--- src/rtl/imem_loader_pkg.sv ---
// Shared types for the instruction memory loader.
// Holds the loader FSM encoding and the instruction word width.
package imem_loader_pkg;

  localparam int IW = 32;

  typedef enum logic [1:0] {
    IDLE  = 2'd0,
    RECV  = 2'd1,
    WRITE = 2'd2,
    DONE  = 2'd3
  } state_t;

endpackage

--- src/rtl/imem_ram.sv ---
// Instruction RAM: one synchronous write port, one async read port.
// Ports: clk, we/waddr/wdata (write), raddr/rdata (read).
module imem_ram
  import imem_loader_pkg::*;
#(
  parameter int DEPTH = 64,
  parameter int AW    = 6
) (
  input  logic          clk,
  input  logic          we,
  input  logic [AW-1:0] waddr,
  input  logic [IW-1:0] wdata,
  input  logic [AW-1:0] raddr,
  output logic [IW-1:0] rdata
);

  logic [IW-1:0] mem [DEPTH];

  always_ff @(posedge clk) begin
    if (we) mem[waddr] <= wdata;
  end

  assign rdata = mem[raddr];

endmodule

--- src/rtl/imem_loader.sv ---
// Loads a byte stream into instruction RAM and gates the fetch reset.
// Ports: load_* control, byte_* stream, pc/instr_code fetch, cpu_reset_n.
module imem_loader
  import imem_loader_pkg::*;
#(
  parameter int DEPTH = 64,
  parameter int AW    = 6
) (
  input  logic          clk,
  input  logic          reset,
  input  logic          load_start,
  input  logic [AW:0]   load_len,
  input  logic          byte_valid,
  input  logic [7:0]    byte_data,
  output logic          byte_ready,
  input  logic [31:0]   pc,
  output logic [IW-1:0] instr_code,
  output logic          cpu_reset_n,
  output logic          load_busy,
  output logic          load_done,
  output logic          load_err
);

  state_t        state;
  state_t        state_n;
  logic [AW-1:0] wptr;
  logic [1:0]    bcnt;
  logic [AW:0]   len;
  logic [IW-1:0] asm_w;
  logic          run;
  logic          err_q;

  logic          len_ok;
  logic          last;
  logic          start_ok;
  logic          start_bad;
  logic          xfer;
  logic          wr_en;
  logic          in_range;
  logic [IW-1:0] rdata;

  assign len_ok = (load_len != '0) &&
                  (load_len <= (AW+1)'(DEPTH));

  assign last = ({1'b0, wptr} + (AW+1)'(1)) == len;

  always_comb begin
    state_n   = state;
    start_ok  = 1'b0;
    start_bad = 1'b0;
    xfer      = 1'b0;
    wr_en     = 1'b0;
    unique case (state)
      IDLE: begin
        if (load_start) begin
          if (len_ok) begin
            start_ok = 1'b1;
            state_n  = RECV;
          end else begin
            start_bad = 1'b1;
          end
        end
      end
      RECV: begin
        xfer = byte_valid;
        if (byte_valid && bcnt == 2'd3)
          state_n = WRITE;
      end
      WRITE: begin
        wr_en   = 1'b1;
        state_n = last ? DONE : RECV;
      end
      DONE: state_n = IDLE;
      default: state_n = IDLE;
    endcase
  end

  always_ff @(posedge clk or negedge reset) begin
    if (!reset) state <= IDLE;
    else        state <= state_n;
  end

  // Fetch stays in reset from a successful start until DONE.
  always_ff @(posedge clk or negedge reset) begin
    if (!reset) begin
      wptr  <= '0;
      bcnt  <= '0;
      len   <= '0;
      asm_w <= '0;
      run   <= 1'b0;
      err_q <= 1'b0;
    end else begin
      err_q <= start_bad;
      if (start_ok) begin
        wptr <= '0;
        bcnt <= '0;
        len  <= load_len;
        run  <= 1'b0;
      end
      if (xfer) begin
        asm_w[{bcnt, 3'b000} +: 8] <= byte_data;
        bcnt <= bcnt + 2'd1;
      end
      if (wr_en) wptr <= wptr + 1'b1;
      if (state == DONE) run <= 1'b1;
    end
  end

  imem_ram #(
    .DEPTH(DEPTH),
    .AW   (AW)
  ) u_ram (
    .clk  (clk),
    .we   (wr_en),
    .waddr(wptr),
    .wdata(asm_w),
    .raddr(pc[AW+1:2]),
    .rdata(rdata)
  );

  assign in_range = (pc[1:0] == 2'b00) &&
                    (pc < 32'(4 * DEPTH));

  assign instr_code  = in_range ? rdata : '0;
  assign byte_ready  = (state == RECV);
  assign load_busy   = (state == RECV) ||
                       (state == WRITE);
  assign load_done   = (state == DONE);
  assign load_err    = err_q;
  assign cpu_reset_n = run;

endmodule

--- config.mk ---
export PLATFORM = sky130hd
export DESIGN_NAME = imem_loader
export DESIGN_NICKNAME = d
export VERILOG_FILES = /design/src/rtl/imem_loader_pkg.sv /design/src/rtl/imem_ram.sv /design/src/rtl/imem_loader.sv
export SDC_FILE = /design/constraint.sdc
export NUM_CORES = 2
export LEC_CHECK = 0
export ABC_CLOCK_PERIOD_IN_PS = 4600
export BUFFER_PORTS_ARGS = -buffer_cell sky130_fd_sc_hd__buf_2
export CORE_MARGIN = 10
export CORE_UTILIZATION = 63
export DETAILED_ROUTE_END_ITERATION = 16
export PLACE_DENSITY = 0.77
export REMOVE_ABC_BUFFERS = 1
export SLEW_MARGIN = 20
export SYNTH_ARGS = -nofsm -noshare
export SYNTH_HDL_FRONTEND = slang
export SYNTH_SLANG_ARGS = --single-unit
--- constraint.sdc ---
create_clock -name clk -period 4.6 [get_ports clk]
set_input_delay 1.15 -clock clk [delete_from_list [all_inputs] [get_ports clk]]
set_output_delay 1.15 -clock clk [all_outputs]
set_load 0.02 [all_outputs]
==> qor.yml <==
vias: 46100
fin_nets: 4419
final_hold_viol_count: 0
core-area_mm2: 0.128
cts_max_path_buffers: 3
path_class: "input port to output port"
drt-wirelength-per-cell_um: 39.6
yosysMostFrequentCell: "edfxtp_1"
synth-seq-cells: 2099
io_pins: 88
synthDistinctLibCells: 68
die_area_mm2: 0.144
area_growth_pct: 17.4
final.setup.tns_ns: -3.12
clock_sinks: 2099
total_power_w: 0.0449
fin_crit_sh: 1.06
avgSynthCellArea_um2: 21.4
via_per_inst: 7.38
synth_flop_cell: "edfxtp_1"
power.net_switching_w: 0.0115
worstMarginPinSlew_ns: 1.10
clk_latency_ns: 0.85
chipHeight_um: 380
grt_pass1_wl_um: 338000
die_x_um: 380
place.gp.congestion: 0.868
status: "finished with violations"
rows: 131
p_leak_nw: 32.2
setup_viol: 28
max_clock_freq_mhz: 206
critPathRequiredTime_ns: 3.45
htree_levels: 4
drv_cap: 0
start_util: 0.636
antenna_found_initial: 9
swShare: 0.257
netlist_top_cells_area: "edfxtp_1, mux4_2, mux2i_1"
place_ws_ns: -0.762
synth_edf_count: 2048
p_int_w: 0.0334
drt_iter0_drc: 8228
synth_top_cells_by_count: "edfxtp_1, mux4_2, mux2i_1"
tritoncts: "done"
cts_root_buf: "clkbuf_16"
synthArstFlopShare: 0.0243
grt_use_total: 0.329
ant_nets: 0
finalCriticalPeriod_ns: 4.86
slew_violations: 0
critPathMaxFanout: 16
power_frac_seq: 0.542
grt_pass1_vias: 45300
yosysSeqAreaShare: 0.771
ir_drop_mv: 0.443
syn_area_mm2: 0.0815
power_density_mw_per_mm2: 470
cts_buffers: 197
io_buffers: 87
drcViolationCount: 0
grt_overflow: 0
layout_setup_ws_ns: -0.262
drt_pass1_iterations: 8
yosys_warnings: 0
syn_inst: 3802
grt_max_degree: 66
violations: "negative setup slack"
drive_above_1_share: 0.329
drt_wl_total_um: 247000
end_kind: "output port"
min_path_type: "input port to asynchronous set/reset pin"
postCtsHoldBufs: 0
synth_top_area_frac: 0.755
p_clk_frac: 0.357
grt_setup_unrepaired: "yes"
comb_power_share: 0.101
place_hpwl_um: 129000
max-slew-margin-rel: 0.263
worst_ep_arrival_time_ns: 3.71
worst_clock_skew_ns: 0.0367
n_fill_cell: 6553
synth_top_cell_by_area: "edfxtp_1"
clkSlewWorstSetupHoldPaths_ns: 0.06
critPathLaunchType: "input port"
## power groups by stage
stage | sequential (W) | combinational, W | clock (W)
2_1_floorplan | 0.0247 | 0.00134 | 0
3_3_place_gp | 0.0246 | 0.00395 | 0
3_5_place_dp | 0.0247 | 0.00410 | 0
4_1_cts | 0.0243 | 0.00429 | 0.0159
5_1_grt | 0.0244 | 0.00470 | 0.0167
6_report | 0.0243 | 0.00455 | 0.0160
## layout make-up
type / instances / area (um^2) / area share
Timing Repair Buffer: 566 / 5940 / 0.0621
Clock buffer: 248 / 5210 / 0.0545
Multi-Input combinational cell: 1469 / 18300 / 0.192
Tap cell: 1729 / 2160 / 0.0226
Clock inverter: 108 / 992 / 0.0104
Antenna cell: 5 / 12.5 / 0.000131
Inverter: 25 / 98.8 / 0.00103
Sequential cell: 2099 / 62800 / 0.657
## final timing paths
check / startpoint / cells past startpoint / slack, ns / end
min in group clk: cpu_reset_n$_DFFE_PN0P_ / 1 / 0.49 / cpu_reset_n$_DFFE_PN0P_
max reg2reg: wptr[3]$_DFFE_PN0P_ / 3 / 1.16 / u_ram.mem[56][2]$_DFFE_PP_
min reg2reg: cpu_reset_n$_DFFE_PN0P_ / 1 / 0.49 / cpu_reset_n$_DFFE_PN0P_
max: pc[2] / 8 / -0.26 / instr_code[24]
max in group asynchronous: reset / 2 / 3.67 / asm_w[2]$_DFFE_PN0P_
min: reset / 2 / 0.41 / asm_w[12]$_DFFE_PN0P_
## sequential cells by signal, summed over array words and instances, names as in the netlist
name,count
u_ram.mem,2048
asm_w,32
len,7
wptr,6
bcnt,2
state,2
cpu_reset_n,1
load_err,1
## layer usage
metal	track usage	vias to the layer above	wire length (um)
met5	0	-	188
met4	0.172	7	14500
met3	0.102	845	36000
met2	0.507	4711	117000
met1	0.425	23400	79900
li1	-	17100	-
## cells by family (layout without fill, tap and decap cells)
logic type / count (synthesis) / count (layout) / share of synthesized area
other: 0 / 5 / 0
adders and majority gates: 10 / 10 / 0.00154
buffers and inverters: 234 / 947 / 0.0176
muxes: 683 / 683 / 0.153
and+or+nand+nor: 403 / 403 / 0.0231
xor gates and xnor gates: 10 / 10 / 0.00108
AOI/OAI and AO/OA: 363 / 363 / 0.0335
DFF: 2099 / 2099 / 0.771
## critical path: stages
cell and delay (ns):
buf_16 0.15, buf_16 0.19, buf_12 0.20, mux4_2 0.52, mux4_2 0.57, nand2_1 0.17, nand4_1 0.41, buf_6 0.30
## metrics by stage
stage / hold slack (ns) / util / std cells / cell area, um^2
3_5_place_dp: 0.464 / 0.680 / 5807 / 87000
5_1_grt: 0.465 / 0.747 / 6244 / 95600
4_1_cts: 0.405 / 0.739 / 6204 / 94600
3_3_place_gp: 0.460 / 0.680 / 5807 / 87000
6_report: 0.413 / 0.747 / 6249 / 95600
2_1_floorplan: 0.462 / - / 3593 / 80100
## cells in the final DEF (no fill, tap or decap), types with 51 or more instances in the layout
master / count
nor2_4: 61
mux4_2: 430
mux2i_1: 220
buf_2: 52
buf_4: 341
a221oi_1: 62
buf_6: 58
edfxtp_1: 2048
clkbuf_16: 208
nand2_1: 121
nor2_1: 51
buf_12: 67
## what timing repair did
action,4_1_cts,5_1_grt
pin swaps,28,44
cloned,10,8
setup buffers,35,38
endpoints found under the setup margin,32,32
resized for setup,161,139
(Power assumes the default switching activity.)
